$ cat src/rtl/xmtr.sv
// ---------------------------------------------------------------------------
// xmtr -- framed serial transmitter
//
// Accepts parallel bytes into a one-deep holding register and sends each one
// as a 16-bit frame, MSB first: the HEADER byte followed by the data byte.
// A second byte can be queued while the current frame is shifting out, which
// gives back-to-back frames with no idle bit between them.
//
// Ports:
//   clock    : rising-edge clock for all state
//   reset    : synchronous, active-high reset
//   data_in  : byte to transmit, captured when writing && ready
//   writing  : write strobe, one byte offered per high cycle
//   data_out : registered serial output, one bit per cycle (0 when idle)
//   ready    : holding register empty
//   overrun  : sticky, a write was dropped because the holding register was full
//   busy     : a frame is in progress (any HEAD or BODY state)
// ---------------------------------------------------------------------------
module xmtr #(
    parameter logic [7:0] HEADER = 8'hA5
) (
    input  logic       clock,
    input  logic       reset,
    input  logic [7:0] data_in,
    input  logic       writing,
    output logic       data_out,
    output logic       ready,
    output logic       overrun,
    output logic       busy
);

    // Encoding is the bit position in the frame, so the bit index of any
    // HEAD or BODY state is simply the low three bits of (16 - state).
    typedef enum logic [4:0] {
        S_IDLE  = 5'd0,
        S_HEAD1 = 5'd1,  S_HEAD2 = 5'd2,  S_HEAD3 = 5'd3,  S_HEAD4 = 5'd4,
        S_HEAD5 = 5'd5,  S_HEAD6 = 5'd6,  S_HEAD7 = 5'd7,  S_HEAD8 = 5'd8,
        S_BODY1 = 5'd9,  S_BODY2 = 5'd10, S_BODY3 = 5'd11, S_BODY4 = 5'd12,
        S_BODY5 = 5'd13, S_BODY6 = 5'd14, S_BODY7 = 5'd15, S_BODY8 = 5'd16
    } state_t;

    state_t     state_q,    state_d;
    logic [7:0] hold_q,     hold_d;
    logic [7:0] shift_q,    shift_d;
    logic       ready_q,    ready_d;
    logic       overrun_q,  overrun_d;
    logic       data_out_q, data_out_d;
    logic       busy_q,     busy_d;

    logic       accept_s;
    logic       enter_head1_s;
    logic [2:0] bit_idx_s;

    // Next-state, storage and output-bit computation.
    always_comb begin
        accept_s = writing && ready_q;

        // Transition decisions look only at the pre-edge ready value, so a
        // write landing on this same edge cannot start a frame early.
        case (state_q)
            S_IDLE, S_BODY8: begin
                if (ready_q) begin
                    state_d = S_IDLE;
                end else begin
                    state_d = S_HEAD1;
                end
            end
            S_HEAD1, S_HEAD2, S_HEAD3, S_HEAD4, S_HEAD5, S_HEAD6, S_HEAD7,
            S_HEAD8, S_BODY1, S_BODY2, S_BODY3, S_BODY4, S_BODY5, S_BODY6,
            S_BODY7: begin
                state_d = state_t'(5'(state_q) + 5'd1);
            end
            default: begin
                state_d = S_IDLE;
            end
        endcase

        enter_head1_s = (state_d == S_HEAD1);

        if (accept_s) begin
            hold_d = data_in;
        end else begin
            hold_d = hold_q;
        end

        if (enter_head1_s) begin
            shift_d = hold_q;
        end else begin
            shift_d = shift_q;
        end

        // Entering HEAD1 requires ready_q=0 and accepting requires
        // ready_q=1, so the two branches never compete.
        if (enter_head1_s) begin
            ready_d = 1'b1;
        end else if (accept_s) begin
            ready_d = 1'b0;
        end else begin
            ready_d = ready_q;
        end

        if (accept_s) begin
            overrun_d = 1'b0;
        end else if (writing) begin
            overrun_d = 1'b1;
        end else begin
            overrun_d = overrun_q;
        end

        bit_idx_s = 3'(5'd16 - 5'(state_d));

        // The bit is chosen from the next state so it lands with that state.
        // BODY bits read shift_q, which was loaded on entry to HEAD1.
        if (state_d == S_IDLE) begin
            data_out_d = 1'b0;
        end else if (5'(state_d) <= 5'(S_HEAD8)) begin
            data_out_d = HEADER[bit_idx_s];
        end else begin
            data_out_d = shift_q[bit_idx_s];
        end

        busy_d = (state_d != S_IDLE);
    end

    // State and registered outputs; reset overrides any same-cycle write.
    always_ff @(posedge clock) begin
        if (reset) begin
            state_q    <= S_IDLE;
            hold_q     <= 8'h00;
            shift_q    <= 8'h00;
            ready_q    <= 1'b1;
            overrun_q  <= 1'b0;
            data_out_q <= 1'b0;
            busy_q     <= 1'b0;
        end else begin
            state_q    <= state_d;
            hold_q     <= hold_d;
            shift_q    <= shift_d;
            ready_q    <= ready_d;
            overrun_q  <= overrun_d;
            data_out_q <= data_out_d;
            busy_q     <= busy_d;
        end
    end

    assign data_out = data_out_q;
    assign ready    = ready_q;
    assign overrun  = overrun_q;
    assign busy     = busy_q;

endmodule

$ cat config.mk
export PLATFORM = sky130hd
export DESIGN_NAME = xmtr
export DESIGN_NICKNAME = d
export VERILOG_FILES = /design/src/rtl/xmtr.sv
export SDC_FILE = /design/constraint.sdc
export NUM_CORES = 1
export LEC_CHECK = 0
export BUFFER_PORTS_ARGS = -buffer_cell sky130_fd_sc_hd__buf_4
export CORE_MARGIN = 2
export CORE_UTILIZATION = 45
export CTS_BUF_LIST = sky130_fd_sc_hd__clkbuf_8
export CTS_CLUSTER_SIZE = 10
export DETAILED_ROUTE_END_ITERATION = 12
export GPL_TIMING_DRIVEN = 0
export MAX_ROUTING_LAYER = met4
export SYNTH_ARGS = -nofsm -noshare
export SYNTH_HDL_FRONTEND = slang
export SYNTH_SLANG_ARGS = --single-unit
$ cat constraint.sdc
create_clock -name clock -period 3.7 [get_ports clock]
set_input_delay 0.37 -clock clock [delete_from_list [all_inputs] [get_ports clock]]
set_output_delay 0.37 -clock clock [all_outputs]
set_load 0.01 [all_outputs]
==> reports/results.tsv <==
stage	metric	value	unit
die	io_pins	15	
timing	slew_headroom	0.604	
cts	cts_setup_buffers	0	
finish	stdcell_area	1370	sq um
status	outcome	complete, no violations	
pwr	netSwitchingPower	0.225	mW
timing	finalHoldViolations	0	
worst_setup_path	cpMostUsedCell	ha_1	
timing	fin_crit_sh	0.787	
worst_setup_path	crit_arrival	3070	ps
worst_setup_path	rr_worst_depth	10	
drt	viasPerCell	5.22	
worst_setup_path	cp_slowest_cell	mux4_1	
placement	hpwl	1610	microns
yosys	post_synth.cell_area_avg	9.03	sq um
cts	root_buffer	clkbuf_8	
worst_setup_path	worst_setup_path_start_kind	register	
cts	h-tree-depth	1	
worst_setup_path	startpoint	state_q[0]$_SDFF_PP0_	
timing	rsz0062_at_grt	no	
worst_setup_path	cp_data_required_time	3860	ps
worst_setup_path	r2r_end	data_out$_SDFF_PP0_	
drt	remaining_drc_errors	0	
yosys	synth_edf_count	0	
drt	routed_wl	2180	microns
global_routing	antenna_found_initial	0	
cts	post_cts_resized	0	
worst_setup_path	worstSetupPathType	register to register	
cts	cts_inserted_buffers	3	
finish	final_nets	167	
timing	setup_tns	0	ps
drt	wl_per_cell	12.2	microns
yosys	synth_warnings	0	
pwr	seq_power_share	0.443	
worst_setup_path	cp_top_family	simple AND/OR/NAND/NOR gates	
pwr	clock_power_share	0.228	
worst_setup_path	worstReg2RegStart	state_q[0]$_SDFF_PP0_	
cts	clkTransAtPathRegs	90	ps
die	fp.dieH	55.5	microns
placement	portBuffers	13	
timing	slew_violations	0	
timing	fin_worst_skew	3.80	ps
cts	clockBufferDepth	2	
drt	drt_iter0_drc	15	
timing	worst_pin_slew	591	ps
die	core_area	2500	sq um
min_path	worstHoldPathType	primary input to register	
die	die_w	55.5	microns
pwr	swShare	0.316	
drt	dr.pass1.iters	4	
worst_setup_path	endpoint	data_out$_SDFF_PP0_	
die	dieArea	3080	sq um
finish	num_antenna_cells	0	
pwr	p_leak	0.600	nW
worst_setup_path	critPathMaxFanout	9	
timing	setup_viol	0	
cts	clkLatencyLatePin	270	ps
drt	ant_nets	0	
yosys	synthDistinctLibCells	33	
yosys	ys_seq_elements	25	
pwr	power-per-cell-area	519	nW/um^2
timing	fmax	0.343	GHz
pwr	p_comb_frac	0.330	
finish	nFillCells	246	
cts	cts_hold_buf	0	
cts	clock-sinks	25	
global_routing	grt_max_degree	15	
finish	drive_gt1_frac	0.168	
pwr	peakVddDrop	0.329	mV
finish	syn_to_final_growth	15.2	%
global_routing	grt_pass1_wl	3830	microns
worst_setup_path	cp.depth	10	
placement	dpl_cell_area	1330	sq um
worst_setup_path	crit_path_end_kind	register	
placement	gp_congestion	0.768	
cts	cts_tree	yes	
pwr	intPower	0.487	mW
die	initial_core_util	0.477	
global_routing	grtUsageTotal	0.161	
drt	via_count	934	
yosys	synth-main-ff-cell	dfxtp_1	
global_routing	first_global_vias	877	
yosys	synth.net_count	149	
yosys	synth-seq-area-share	0.420	
die	row_count	18	
worst_setup_path	cp_cell_sequence	inv_1, ha_1, or4b_4, buf_6, and2_4, a31oi_4, ha_1, mux4_1, nor3_1, nor4_2	
yosys	netlist_area	1190	sq um
timing	fin_crit	2910	ps
worst_setup_path	cp.buffers_inverters	2	
job	max_cap_viol_count	0	
worst_setup_path	reg2reg_slack	790	ps
global_routing	overflow	0	
yosys	syn_inst	132	
worst_setup_path	cpPeakStageDelay	570	ps
yosys	async_flop_share	0	
## through the flow
stage	total power, mW	hold WS (ps)	setup slack, ps	std cells	util
floorplan	0.502	436	1010	132	-
global placement	0.555	443	807	175	0.531
detailed placement	0.561	448	763	175	0.531
CTS	0.722	335	752	179	0.550
global route	0.758	339	583	179	0.550
finish	0.713	337	788	179	0.550
## cells in the mapped netlist (2+ instances only)
library cell	number	area, sq um
inv_1	5	18.8
nand2_1	23	86.3
and2_1	2	12.5
nand3_1	2	10.0
nor2_1	10	37.5
mux2i_1	11	110
dfxtp_1	25	500
xor2_1	3	26.3
clkbuf_1	4	15.0
ha_1	6	75.1
nor3_1	7	35.0
a21oi_1	13	65.1
## final cells by class
class | count | area, sq um | area share
Clock inverter | 1 | 5.00 | 0.00364
Clock buffer | 3 | 41.3 | 0.0301
Inverter | 5 | 18.8 | 0.0137
Tap cell | 30 | 37.5 | 0.0273
Buffer | 7 | 38.8 | 0.0282
Sequential cell | 25 | 500 | 0.364
Timing Repair Buffer | 13 | 97.6 | 0.0710
Multi-Input combinational cell | 95 | 634 | 0.462
## cell usage in the layout, fill, tap and decap left out, types with 2 or more instances in the layout
master	n
clkbuf_8	3
a21oi_1	13
mux2i_1	11
dfxtp_1	25
clkbuf_1	4
and2_1	2
nand2_1	23
buf_4	14
nor2_1	10
xor2_1	3
ha_1	6
nor3_1	7
nand3_1	2
inv_1	5
## layer usage
layer | vias to the layer above | global-route usage | part of all wire
li1 | 484 | - | -
met1 | 435 | 0.174 | 0.43
met2 | 10 | 0.286 | 0.53
met3 | 5 | 0.0211 | 0.019
met4 | 0 | 0.0836 | 0.022
met5 | - | - | 0
## registers in the layout, summed over array words and instances, names as in the netlist
name and flops:
hold_q 8, shift_q 8, state_q 5, busy 1
data_out 1, overrun 1, ready 1
## kinds of logic after synthesis
logic type,synth area share
buf+inv,0.0483
xor+xnor,0.0220
compound gates,0.114
flops,0.420
mux,0.124
fa+ha+maj,0.0630
simple gates,0.209
## worst reg2reg max path: cells and delay by family, from the launching register on
family / cells / cell delay, ps
fa+ha+maj: 2 / 440
simple gates: 4 / 950
buf+inv: 2 / 260
mux: 1 / 570
compound gates: 1 / 190
flops: 1 / 400
## worst min-delay path by stage
stage / cells after the start / to / start
detailed placement: 2 / hold_q[0]$_SDFFE_PP0P_ / hold_q[0]$_SDFFE_PP0P_
global placement: 2 / hold_q[1]$_SDFFE_PP0P_ / hold_q[1]$_SDFFE_PP0P_
CTS: 3 / hold_q[7]$_SDFFE_PP0P_ / data_in[7]
global route: 3 / hold_q[3]$_SDFFE_PP0P_ / data_in[3]
finish: 3 / hold_q[4]$_SDFFE_PP0P_ / data_in[4]
floorplan: 2 / hold_q[0]$_SDFFE_PP0P_ / hold_q[0]$_SDFFE_PP0P_
## power by group through the flow
stage	clock network (mW)	logic, mW	registers [mW]
2_1_floorplan	0	0.180	0.322
3_3_place_gp	0	0.234	0.322
3_5_place_dp	0	0.239	0.322
4_1_cts	0.166	0.240	0.316
5_1_grt	0.175	0.263	0.320
6_report	0.162	0.235	0.315
(Power assumes the default switching activity.)
